### config.mk
export PLATFORM = sky130hd
export DESIGN_NAME = alu_cmd_sequencer
export DESIGN_NICKNAME = d
export VERILOG_FILES = /design/src/rtl/alu_cmd_sequencer.sv
export SDC_FILE = /design/constraint.sdc
export NUM_CORES = 1
export LEC_CHECK = 0
export BUFFER_PORTS_ARGS = -buffer_cell sky130_fd_sc_hd__buf_2
export CORE_MARGIN = 10
export CORE_UTILIZATION = 41
export DETAILED_ROUTE_END_ITERATION = 8
export PLACE_DENSITY_LB_ADDON = 0.12
export SLEW_MARGIN = 20
export SYNTH_ARGS = -nofsm -noshare
export SYNTH_HDL_FRONTEND = slang
export SYNTH_SLANG_ARGS = --single-unit
export TNS_END_PERCENT = 5
### constraint.sdc
create_clock -name clk -period 1.7 [get_ports clk]
set_clock_uncertainty 0.2 [all_clocks]
set_input_delay 0.085 -clock clk [delete_from_list [all_inputs] [get_ports clk]]
set_output_delay 0.085 -clock clk [all_outputs]
set_load 0.02 [all_outputs]
### src/rtl/alu_cmd_sequencer.sv
// alu_cmd_sequencer: issues one command to the registered ALU, waits its latency, and returns the captured result.
module alu_cmd_sequencer #(
    parameter int WIDTH       = 16,
    parameter int ALU_LATENCY = 1,
    parameter int CNT_WIDTH   = 8
) (
    input  logic                 clk,
    input  logic                 rst_n,
    input  logic                 cmd_valid,
    output logic                 cmd_ready,
    input  logic [2:0]           cmd_opcode,
    input  logic [WIDTH-1:0]     cmd_a,
    input  logic [WIDTH-1:0]     cmd_b,
    output logic [WIDTH-1:0]     alu_in0,
    output logic [WIDTH-1:0]     alu_in1,
    output logic [2:0]           alu_opcode,
    input  logic [WIDTH-1:0]     alu_out,
    input  logic                 alu_overflow,
    output logic                 rsp_valid,
    input  logic                 rsp_ready,
    output logic [WIDTH-1:0]     rsp_data,
    output logic                 rsp_overflow,
    output logic                 busy,
    output logic [CNT_WIDTH-1:0] ovf_count
);
    typedef enum logic [1:0] {IDLE, WAIT, RESP} state_t;
    state_t state, state_nxt;
    logic [3:0] cnt;
    assign cmd_ready = (state == IDLE);
    assign busy      = (state != IDLE);
    always_comb begin
        state_nxt = (state == IDLE && cmd_valid) ? WAIT :
                    (state == WAIT && cnt == 4'd0) ? RESP :
                    (state == RESP && rsp_ready) ? IDLE : state;
    end
    always_ff @(posedge clk) begin
        if (!rst_n) begin
            state        <= IDLE;
            cnt          <= '0;
            alu_in0      <= '0;
            alu_in1      <= '0;
            alu_opcode   <= '0;
            rsp_data     <= '0;
            rsp_overflow <= 1'b0;
            rsp_valid    <= 1'b0;
            ovf_count    <= '0;
        end else begin
            state <= state_nxt;
            if (state == IDLE && cmd_valid) begin
                alu_in0    <= cmd_a;
                alu_in1    <= cmd_b;
                alu_opcode <= cmd_opcode;
                cnt        <= 4'(ALU_LATENCY);
            end
            if (state == WAIT) begin
                if (cnt == 4'd0) begin
                    rsp_data     <= alu_out;
                    rsp_overflow <= alu_overflow;
                    rsp_valid    <= 1'b1;
                    if (alu_overflow && ~&ovf_count) ovf_count <= ovf_count + 1'b1;
                end else begin
                    cnt <= cnt - 4'd1;
                end
            end
            if (state == RESP && rsp_ready) rsp_valid <= 1'b0;
        end
    end
endmodule
# --- Word level (Yosys, flattened, before mapping) ---
# Cells that the tools add are included.
# Widths: inputs -> output; s select.
word_totals:
  reg_bits: 67
  inputBits: 56
  elab_cells: 36
classes:
  n_addsub: 2
  n_eq_ne: 2
  mux: 6
  bitwise_logic: 1
  reduce_logical: 15
op_table:
  columns: ["cell", "n"]
  rows:
  - ["$mux 4", 3]
  - ["$add 8x1->8 const B", 1]
  - ["$reduce_and 8->1", 1]
  - ["$logic_and 1x1->1", 4]
  - ["$logic_not 4->1", 1]
  - ["$mux 2", 2]
  - ["$reduce_bool 2->1", 2]
  - ["$reduce_or 2->1", 2]
  - ["$sub 4x1->4 const B", 1]
  - ["$reduce_and 3->1", 1]
  - ["$reduce_bool 3->1", 1]
  - ["$eq 2x1->1 const B", 1]
  - ["$eq 2x2->1 const B", 1]
  - ["$logic_not 2->1", 1]
  - ["$reduce_and 2->1", 1]
  - ["$logic_not 1->1", 1]
  - ["$mux 1", 1]
  - ["$not 1->1", 1]

# --- Longest topological paths before layout ---
# Gate-level depths: netlist (run 1).
logic_depth:
  depth_word: 5
  mapped_depth: 7
  depth_no_buf: 6

# --- Worst setup path before layout (run 1) ---
# OpenSTA, ideal clock, no wires.
synth_timing:
  path_kind: "reg-to-reg"
  startpoint: "register cnt[0]"
  endpoint: "register ovf_count[2]"
  arrival_ns: 1.478
  setup_slack_ns: -0.113
  stages_incl_launch_ff: 8
  path_buffers: 1
  path_cell_list: "dfxtp_1 inv_1 ha_1 nor3b_4 nand3_2 buf_2 o311ai_0 o41ai_1"
synth_via:
  elab_chain_len: 2
synth_rtl:
  columns: ["item", "line_no", "rtl"]
  rows:
  - ["from (decl)", "28", "logic [3:0] cnt;"]
  - ["from (signal assigned)", "53", "cnt <= 4'(ALU_LATENCY);"]
  - ["from (signal assigned)", "62", "cnt <= cnt - 4'd1;"]
  - ["$logic_not 4->1", "56", "if (cnt == 4'd0) begin"]
  - ["$reduce_and 3->1 (no line)", null, null]
  - ["to (signal assigned)", "60", "if (alu_overflow && ~&ovf_count) ovf_count <= ovf_count + 1'b1;"]
  - ["to (decl)", "24", "output logic [CNT_WIDTH-1:0] ovf_count"]
# No other way between the ends.
# A chain may end at the register's enable or synchronous reset.

# --- Worst setup path after layout (run 1) ---
layout_timing:
  startpoint: "register cnt[1]"
  endpoint: "register ovf_count[1]"
# The elaborated chain is that of the path after synthesis.

==> results.md, run 1 <==
| Result | This run |
|---|---|
| Clock insertion delay at the later pin of the skew report | 0.34 ns |
| Biggest area contributors in the synthesized netlist | sky130_fd_sc_hd__dfxtp_1 (53%), sky130_fd_sc_hd__nand2_1 (16%), sky130_fd_sc_hd__a21oi_1 (13%) |
| Origin of the worst min-delay path | cmd_valid |
| DRC violation total after the first TritonRoute iteration | 116 |
| Total global routing overflow | 0 |
| Post-synthesis net count | 372 |
| Via count of the first global-routing pass | 2823 |
| Storage cell area | 1344 um^2 |
| Count of mapped cells out of synthesis | 314 |
| Final-report setup violation count | 24 |
| Initial antenna violation count | 0 |
| Final max-slew violation count | 0 |
| Top cell type by total area after synthesis | sky130_fd_sc_hd__dfxtp_1 |
| Port Buffer Count | 118 |
| CP endpoint kind | flop |
| Antenna violation net count after detailed routing | 0 |
| Weighted congestion reported at the end of routability-driven placement | 0.7803 |
| Number of buffers created by CTS | 9 |
| Failing checks | negative setup slack |
| Cell leakage power | 1.946 nW |
| Die H | 98.44 um |
| Final non-filler cell total | 594 |
| Longest Clk Path Bufs | 2 |
| Final hold violation count | 0 |
| Setup Crit Path Kind | flop to flop |
| Ant. Diodes | 0 |
| Die area | 9689 um^2 |
| Post-synthesis area per instance | 8.033 um^2 |
| Sort of element at the start of the critical path | flop |
| IR Drop Worst-Case VDD | 0.0007132 V |
| Signal arrival time at the worst endpoint | 1.92 ns |
| Share of async-settable or async-resettable flops after synthesis | 0% |
| RSZ-0062 raised after global routing | yes |
| Effective utilization at floorplan | 42.35% |
| Slew of the pin with the lowest slew margin | 0.5435 ns |
| Vias/cell | 4.897 |
| Maximum Capacitance Violations | 0 |
| Floorplan core area | 5956 um^2 |
| Fraction of the cycle the final worst path needs | 108.2% |
| Clock sinks | 67 |
| Placed instance count | 514 |
| Flip-flop and latch count after synthesis | 67 |
| Multi-input logic area | 1235 um^2 |
| Number of filler cells placed in the layout | 478 |
| Number of nets in the finished design | 572 |
| Drt wl/cell | 14.42 um |
| Layout Utilization | 73.66% |
| Number of warning messages in the yosys log | 0 |
| Share of layout cells above drive strength 1 | 38.92% |
| Die Wd | 98.44 um |
| DPL Wire Length | 5298 um |
| Run status | finished, violations left |
| Wire length of the first global-routing pass | 13580 um |
| Number of flops mapped to enable cells by yosys | 0 |
| Top cells by instance count after synthesis | sky130_fd_sc_hd__nand2_1 (107), sky130_fd_sc_hd__dfxtp_1 (67), sky130_fd_sc_hd__a21oi_1 (63) |
| Power density of the placed cells | 968.4 nW/um^2 |
| Clk slew on worst S/H paths | 0.07 ns |
| Maximum number of pins on one net before global-route repair | 36 |
| Overall via count from detail_route | 2909 |
| Crit path max fanout | 7 |
| Data required, critical path | 1.78 ns |
| Worst hold-check path type | input port to flop |
| Synth cell types | 31 |
| Top FF cell, synth | sky130_fd_sc_hd__dfxtp_1 |
| FMAX | 543.8 MHz |
| Setup crit start | cnt[1] |
| Number of placed I/O pins | 119 |
| Cell area after synthesis | 2522 um^2 |
| Remaining DRCs | 0 |
| Post-Route WL | 8567 um |
| Root cell of the clock tree | sky130_fd_sc_hd__clkbuf_8 |
| Final WS setup | -0.1390 ns |
| Proportion of synthesized chip area in sequential cells | 53.17% |
| Slew headroom | 63.72% |
| Dominant cell by count in the synthesized netlist | sky130_fd_sc_hd__nand2_1 |
| Clock tree from TritonCTS | done |
| Overall routing resource usage | 16.55% |
| Final critical delay including setup and external delays | 1.839 ns |
| First-pass detailed-route iteration total | 6 |
| Num rows | 28 |
| Layout Area Growth over Synthesis | 73.91% |
| Reg-to-Reg Start | cnt[1] |
| Area share of the largest cell type after synthesis | 53.17% |
| Final sum of negative setup slack | -0.9705 ns |
| H-tree levels | 3 |
-- path summary, 6_finish.rpt --
kind | to | slack, ns | depth (start not counted)
worst max-delay path | ovf_count[1] | -0.14 | 7
worst min-delay path | alu_in1[15] | 0.05 | 5
worst max register to register | ovf_count[1] | -0.14 | 7
worst min register to register | rsp_data[4] | 0.25 | 2
-- final cells by class --
cell class | count | share of cell area [%]
Timing Repair Buffer | 206 | 33.46
Clock buffer | 12 | 3.537
Inverter | 5 | 0.4278
Sequential cell | 67 | 30.63
Clock inverter | 4 | 1.654
Tap cell | 75 | 2.139
Multi-Input combinational cell | 225 | 28.15
-- state kept, by name (all words and copies together), names as in the netlist --
signal	count
rsp_data	16
rsp_overflow	1
state	2
alu_in1	16
cnt	4
ovf_count	8
alu_opcode	3
rsp_valid	1
alu_in0	16
-- power breakdown --
part	internal (mW)	switching, mW	total [mW]
sequential	1.68	0.0568	1.74
clock	0.904	0.602	1.51
combinational	0.455	0.547	1.00
total	3.04	1.21	4.25
-- worst max-delay path, cell delays in order, from the launching register on --
cell	delay (ns)
sky130_fd_sc_hd__dfxtp_2	0.33
sky130_fd_sc_hd__inv_2	0.07
sky130_fd_sc_hd__ha_4	0.13
sky130_fd_sc_hd__nor3b_4	0.27
sky130_fd_sc_hd__nand3_4	0.16
sky130_fd_sc_hd__buf_6	0.15
sky130_fd_sc_hd__or3b_4	0.36
sky130_fd_sc_hd__a21oi_2	0.11
-- metrics by stage --
stage | hold WS (ns) | worst slack (ns) | area [um^2] | total power [mW]
after floorplan | 0.002688 | -0.05202 | 2532 | 2.220
after global placement | 0.1243 | -0.1556 | 3392 | 2.548
after detailed placement | 0.1290 | -0.2222 | 3392 | 2.560
after CTS | 0.04328 | -0.09684 | 4257 | 4.206
after global routing | 0.1091 | -0.2099 | 4387 | 4.451
final | 0.05487 | -0.1390 | 4387 | 4.248
-- metal layers --
metal	up-vias	track usage (%)	wire length [um]
li1	1456	-	-
met1	1358	18.93	3498
met2	85	27.94	4415
met3	10	5.726	550
met4	0	5.954	103
met5	-	0	0
-- cells in the final DEF (no fill, tap or decap), drive strengths merged --
cell type | Yosys | routed
nand2b | 2 | 2
dfxtp | 67 | 67
nor3 | 4 | 4
inv | 5 | 5
o21ai | 6 | 6
clkbuf | 13 | 12
o311ai | 2 | 2
or3b | 2 | 2
buf | 5 | 152
dlygate4sd3 | 0 | 54
o31ai | 4 | 4
and2 | 1 | 1
bufinv | 0 | 2
a21oi | 63 | 63
nand3 | 4 | 5
nand3b | 1 | 1
o41ai | 2 | 2
nand4b | 1 | 1
or4 | 4 | 4
a211oi | 1 | 1
clkinv | 0 | 1
or3 | 1 | 1
nand4 | 3 | 3
nor2 | 9 | 9
nor3b | 2 | 2
nand2 | 107 | 107
or2 | 1 | 1
ha | 2 | 2
clkinvlp | 0 | 1
o21a | 1 | 1
and2b | 1 | 1
-- what timing repair did --
action,CTS,global route
setup buffers,5,4
hold buffers,54,0
cloned,1,0
gates resized for setup,13,26
pin swaps,9,6
endpoints found under the setup margin,24,28
hold endpoints to repair,63,0
-- cells by family (layout without fill, tap and decap cells) --
kind of cell    after synthesis  in the layout  share of synthesized area, %
buf+inv                      23            227                         3.770
fa+ha+maj                     2              2                        0.9919
simple gates                143            144                         25.20
compound gates               79             79                         16.87
flops                        67             67                         53.17
Power figures use the tool's default switching activity.
==> run 2, diff against run 1 <==
--- a/config.mk
+++ b/config.mk
@@ -10,6 +10,7 @@
 export CORE_UTILIZATION = 41
 export DETAILED_ROUTE_END_ITERATION = 8
 export PLACE_DENSITY_LB_ADDON = 0.12
+export REMOVE_ABC_BUFFERS = 1
 export SLEW_MARGIN = 20
 export SYNTH_ARGS = -nofsm -noshare
 export SYNTH_HDL_FRONTEND = slang
==> results.md, run 2 (synthesized netlist as in run 1, its figures left out) <==
| Result | This run | Delta |
|---|---|---|
| Run status | finished, violations left |  |
| Failing checks | negative setup slack |  |
| Final-report setup violation count | 25 | +4.2% |
| Placed cell areas | 3356 um^2 | -1.1% |
| Leading registers by flop count | alu_in0 x16, alu_in1 x16, rsp_data x16 |  |
| Maximum Capacitance Violations | 0 | unchanged |
| Maximum number of pins on one net before global-route repair | 44 | +22% |
| Share of layout cells above drive strength 1 | 35.80% | -3.1 points |
| Total global routing overflow | 0 | unchanged |
| Vias/cell | 4.708 | -3.9% |
| Power density of the placed cells | 958.6 nW/um^2 | -1.0% |
| Final standard cell area without fillers | 4243 um^2 | -3.3% |
| Overall routing resource usage | 16.07% | -0.48 points |
| Port Buffer Count | 118 | unchanged |
| Signal arrival time at the worst endpoint | 1.94 ns | +0.02 ns |
| Drt wl/cell | 14.24 um | -1.3% |
| Die H | 98.44 um | unchanged |
| Root cell of the clock tree | sky130_fd_sc_hd__clkbuf_8 |  |
| Minimum hold slack | 0.1304 ns | +0.07548 ns |
| Final WS setup | -0.1844 ns | -0.04549 ns |
| Effective utilization at floorplan | 42.35% | unchanged |
| RSZ-0062 raised after global routing | yes |  |
| Slew of the pin with the lowest slew margin | 0.4709 ns | -0.07259 ns |
| Num rows | 28 | unchanged |
| Number of nets in the finished design | 568 | -0.70% |
| Initial antenna violation count | 0 | unchanged |
| Total power draw | 4.067 mW | -4.3% |
| Ant. Diodes | 0 | unchanged |
| DRC violation total after the first TritonRoute iteration | 96 | -17% |
| Data required, critical path | 1.76 ns | -0.02 ns |
| Setup crit start | cnt[1] |  |
| First-pass detailed-route iteration total | 4 | -2 |
| Remaining DRCs | 0 | unchanged |
| Most frequent cells in the layout | sky130_fd_sc_hd__buf_2 (118), sky130_fd_sc_hd__nand2_1 (107), sky130_fd_sc_hd__dfxtp_1 (66) |  |
| Longest Clk Path Bufs | 2 | unchanged |
| Wire length of the first global-routing pass | 13230 um | -2.6% |
| Worst hold-check path type | input port to flop |  |
| Final max-slew violation count | 0 | unchanged |
| Number of placed I/O pins | 119 | unchanged |
| Crit path max fanout | 6 | -1 |
| H-tree levels | 3 | unchanged |
| Clock insertion delay at the later pin of the skew report | 0.32 ns | -0.02 ns |
| Die area | 9689 um^2 | unchanged |
| Die Wd | 98.44 um | unchanged |
| CP endpoint kind | flop |  |
| Most common cell after layout, fill and taps aside | sky130_fd_sc_hd__buf_2 |  |
| Final hold violation count | 0 | unchanged |
| Via count of the first global-routing pass | 2702 | -4.3% |
| Clock tree from TritonCTS | done |  |
| Setup Crit Path Kind | flop to flop |  |
| Sort of element at the start of the critical path | flop |  |
| Weighted congestion reported at the end of routability-driven placement | 0.8021 | +2.8% |
| Floorplan core area | 5956 um^2 | unchanged |
| Post-Place Setup Slack | -0.2328 ns | -0.01057 ns |
| Post-Route WL | 8388 um | -2.1% |
| Number of buffers created by CTS | 9 | unchanged |
| Final critical delay including setup and external delays | 1.884 ns | +0.04549 ns |
| Clk slew on worst S/H paths | 0.06 ns | about the same |
| Slew headroom | 68.61% | +4.9 points |
| Origin of the worst min-delay path | cmd_valid |  |
| IR Drop Worst-Case VDD | 0.0005702 V | -20% |
| FMAX | 530.7 MHz | -2.4% |
| Clock sinks | 67 | unchanged |
| Antenna violation net count after detailed routing | 0 | unchanged |
| Fraction of the cycle the final worst path needs | 110.8% | +2.7 points |
| Reg-to-Reg Start | cnt[1] |  |
| DPL Wire Length | 5355 um | +1.1% |
| Layout Area Growth over Synthesis | 68.20% |  |
| Cell leakage power | 1.898 nW | -2.5% |
| Overall via count from detail_route | 2773 | -4.7% |
-- run 2: cell types whose count changed in the layout (fill, tap and decap cells not counted), moves of 2 or more --
cell	previous run	this run
sky130_fd_sc_hd__buf_12	5	2
sky130_fd_sc_hd__nand2_2	2	0
sky130_fd_sc_hd__nor3_2	2	0
sky130_fd_sc_hd__o21ai_0	4	6
sky130_fd_sc_hd__o21ai_1	2	0
sky130_fd_sc_hd__buf_6	5	1
sky130_fd_sc_hd__nor3_1	2	4
sky130_fd_sc_hd__a21oi_2	9	2
sky130_fd_sc_hd__buf_4	24	27
sky130_fd_sc_hd__nand2_1	104	107
sky130_fd_sc_hd__clkbuf_8	11	9
sky130_fd_sc_hd__a21oi_1	54	61
sky130_fd_sc_hd__clkinvlp_4	1	3
-- run 2: final timing paths --
| check | endpoint | slack [ns] | cells after the start |
|---|---|---|---|
| hold / removal | cnt[0] | 0.13 | 4 |
| hold reg to reg | alu_in1[8] | 0.25 | 2 |
| setup / recovery | ovf_count[3] | -0.18 | 6 |
| setup reg to reg | ovf_count[3] | -0.18 | 6 |
-- run 2: power breakdown --
group | internal (mW) | leakage (nW) | switching (mW) | total [mW]
Clock | 0.819 | 0.0975 | 0.591 | 1.41
Combinational | 0.405 | 1.25 | 0.517 | 0.922
Sequential | 1.68 | 0.548 | 0.0522 | 1.73
-- run 2: worst max-delay path, stage by stage (launching register included) --
cell                      delay, ns
sky130_fd_sc_hd__dfxtp_2       0.32
sky130_fd_sc_hd__inv_2         0.07
sky130_fd_sc_hd__ha_4          0.12
sky130_fd_sc_hd__nor3b_4       0.31
sky130_fd_sc_hd__nand3_4       0.15
sky130_fd_sc_hd__or4_4         0.53
sky130_fd_sc_hd__a21oi_2       0.12
-- run 2: final cells by class --
cell class / instances / area [um^2]
clock inverters: 6 / 91.34
well taps: 75 / 93.84
inverters: 5 / 18.77
fillers: 480 / 1713
clock buffers: 9 / 123.9
flip-flops and latches: 67 / 1343
repair buffers: 202 / 1385
multi-input cells: 225 / 1187
-- run 2: through the flow --
step / std cells / util (%) / TNS, ns
after detailed placement: 515 / 56.34 / -3.907
final: 589 / 71.24 / -2.431
after floorplan: 296 / - / -56.07
after global placement: 515 / 56.34 / -2.555
after CTS: 587 / 69.75 / -1.920
after global routing: 589 / 71.24 / -4.940
-- run 2: metal layers --
layer / vias to the layer above / part of all wire [%] / track usage (%)
met3: 6 / 7.1 / 5.307
met2: 83 / 48 / 26.42
met1: 1233 / 44 / 19.39
li1: 1451 / - / -
met5: - / 0 / 0
met4: 0 / 0.88 / 5.072
-- run 2: what timing repair did --
action,CTS,global route
endpoints found under the hold margin,56,0
buffers inserted,3,1
resized for setup,4,17
hold buffers,54,0
gates cloned,0,1
endpoints found under the setup margin,26,59
pin swaps,1,6
==> run 3, diff against run 2 <==
--- a/config.mk
+++ b/config.mk
@@ -10,6 +10,7 @@
 export CORE_UTILIZATION = 41
 export DETAILED_ROUTE_END_ITERATION = 8
 export PLACE_DENSITY_LB_ADDON = 0.12
+export RECOVER_POWER = 25
 export REMOVE_ABC_BUFFERS = 1
 export SLEW_MARGIN = 20
 export SYNTH_ARGS = -nofsm -noshare
==> results.md, run 3 (synthesized netlist as in run 1, its figures left out) <==
| Result | This run | Delta |
|---|---|---|
| Count of cell instances traversed by the critical path | 6 | unchanged |
| Ant. Diodes | 0 | unchanged |
| Longest Clk Path Bufs | 2 | unchanged |
| Num rows | 28 | unchanged |
| FMAX | 530.1 MHz | about the same |
| Run status | finished, violations left |  |
| Overall via count from detail_route | 2782 | +0.32% |
| Setup Crit Path Kind | flop to flop |  |
| Leading registers by flop count | alu_in0 x16, alu_in1 x16, rsp_data x16 |  |
| Data required, critical path | 1.76 ns | about the same |
| Clock tree from TritonCTS | done |  |
| Number of placed I/O pins | 119 | unchanged |
| Clock insertion delay at the later pin of the skew report | 0.32 ns | about the same |
| Remaining DRCs | 0 | unchanged |
| Post-Place Setup Slack | -0.2328 ns | unchanged |
| Port Buffer Count | 118 | unchanged |
| Post-Route WL | 8419 um | +0.37% |
| Failing checks | negative setup slack |  |
| Cell leakage power | 1.796 nW | -5.4% |
| H-tree levels | 3 | unchanged |
| Root cell of the clock tree | sky130_fd_sc_hd__clkbuf_8 |  |
| Maximum Capacitance Violations | 0 | unchanged |
| Cell at the slowest stage of the critical path | sky130_fd_sc_hd__or4_4 |  |
| Initial antenna violation count | 0 | unchanged |
| Layout Area Growth over Synthesis | 66.96% |  |
| Weighted congestion reported at the end of routability-driven placement | 0.8021 | unchanged |
| Worst Hold Depth | 4 | unchanged |
| Drt wl/cell | 14.29 um | +0.37% |
| DRC violation total after the first TritonRoute iteration | 105 | +9.4% |
| Total global routing overflow | 0 | unchanged |
| Crit path max fanout | 6 | unchanged |
| Wire length of the first global-routing pass | 13230 um | unchanged |
| Effective utilization at floorplan | 42.35% | unchanged |
| DPL Wire Length | 5355 um | unchanged |
| Die H | 98.44 um | unchanged |
| Minimum hold slack | 0.1304 ns | +0.00006800 ns |
| Fraction of the cycle the final worst path needs | 111.0% | about the same |
| Critical Path Max Stage Delay | 0.53 ns | about the same |
| Via count of the first global-routing pass | 2702 | unchanged |
| RSZ-0062 raised after global routing | yes |  |
| Share of layout cells above drive strength 1 | 30.93% | -4.9 points |
| Antenna violation net count after detailed routing | 0 | unchanged |
| Power density of the placed cells | 962.6 nW/um^2 | +0.42% |
| Final max-slew violation count | 0 | unchanged |
| Final-report setup violation count | 25 | unchanged |
| Signal arrival time at the worst endpoint | 1.94 ns | about the same |
| Fraction of met2 tracks used by global routing | 26.42% | unchanged |
| Overall routing resource usage | 16.07% | unchanged |
| Slew headroom | 68.35% | -0.26 points |
| Sort of element at the start of the critical path | flop |  |
| Number of nets in the finished design | 568 | unchanged |
| Number of buffer and inverter instances along the worst setup path | 1 | unchanged |
| Final WS setup | -0.1863 ns | -0.001884 ns |
| Cell class contributing the biggest share of worst-path delay | simple AND/OR/NAND/NOR gates |  |
| R2r worst-path depth | 6 | unchanged |
| First-pass detailed-route iteration total | 5 | +1 |
| Number of buffers created by CTS | 9 | unchanged |
| Die area | 9689 um^2 | unchanged |
| GR Layer Usage met3 | 5.307% | unchanged |
| Most frequent cells in the layout | sky130_fd_sc_hd__nand2_1 (107), sky130_fd_sc_hd__buf_2 (93), sky130_fd_sc_hd__dfxtp_1 (66) |  |
| Floorplan core area | 5956 um^2 | unchanged |
| Final hold violation count | 0 | unchanged |
| Clk slew on worst S/H paths | 0.06 ns | about the same |
| Placed cell areas | 3356 um^2 | unchanged |
| Ordered list of cells on the worst path | inv_2, ha_4, nor3b_4, nand3_4, or4_4, a21oi_2 |  |
| IR Drop Worst-Case VDD | 0.0005671 V | -0.54% |
| Vias/cell | 4.723 | +0.32% |
| Worst hold-check path type | input port to flop |  |
| Die Wd | 98.44 um | unchanged |
| Slew of the pin with the lowest slew margin | 0.4747 ns | +0.003856 ns |
| Maximum number of pins on one net before global-route repair | 44 | unchanged |
| Most common cell after layout, fill and taps aside | sky130_fd_sc_hd__nand2_1 |  |
| Met1 Track Usage GR | 19.39% | unchanged |
| Most utilized layer in the global route result | met2 |  |
| Final critical delay including setup and external delays | 1.886 ns | +0.001884 ns |
| Clock sinks | 67 | unchanged |
| Final standard cell area without fillers | 4212 um^2 | -0.74% |
| CP endpoint kind | flop |  |
run 3: final timing paths:
path / startpoint / endpoint / slack (ns)
min: cmd_valid / cnt[0] / 0.13
min reg2reg: alu_in1[8] / alu_in1[8] / 0.25
max: cnt[1] / ovf_count[3] / -0.19
max reg2reg: cnt[1] / ovf_count[3] / -0.19
run 3: cell type report:
class,count,area (um^2)
tap,75,93.84
inverter,5,18.77
timing repair buffer,202,1354
fill,495,1744
sequential,67,1343
clock buffer,9,123.9
multi-input combinational,225,1187
clock inverter,6,91.34
run 3: worst reg2reg max path: stages, from the launching register on:
cell and delay [ns]:
sky130_fd_sc_hd__dfxtp_2 0.32, sky130_fd_sc_hd__inv_2 0.07, sky130_fd_sc_hd__ha_4 0.12, sky130_fd_sc_hd__nor3b_4 0.32, sky130_fd_sc_hd__nand3_4 0.15, sky130_fd_sc_hd__or4_4 0.53, sky130_fd_sc_hd__a21oi_2 0.12
run 3: per-stage QoR:
| stage | std cells | TNS (ns) | power (mW) | util (%) |
|---|---|---|---|---|
| after floorplan | 296 | -56.07 | 2.198 | - |
| after global placement | 515 | -2.555 | 2.535 | 56.34 |
| after detailed placement | 515 | -3.907 | 2.549 | 56.34 |
| after CTS | 587 | -1.920 | 4.080 | 69.75 |
| after global routing | 589 | -4.940 | 4.269 | 70.71 |
| final | 589 | -2.528 | 4.054 | 70.71 |
run 3: metal layers:
layer	part of all wire [%]	vias up	wire (um)
li1	-	1451	-
met1	44	1235	3711
met2	48	90	4021
met3	7.3	6	612
met4	0.88	0	74
met5	0	-	0
run 3: where the power goes:
part / switching (mW) / internal [mW] / leakage [nW]
Sequential: 0.0537 / 1.68 / 0.548
Clock: 0.588 / 0.819 / 0.0975
Combinational: 0.518 / 0.393 / 1.15
run 3: what timing repair did:
item / in CTS / in global routing
pin swaps: 1 / 6
setup endpoints to repair: 26 / 59
cloned: 0 / 1
setup buffers: 3 / 1
hold buffers: 54 / 0
endpoints found under the hold margin: 56 / 0
gates resized for setup: 4 / 17
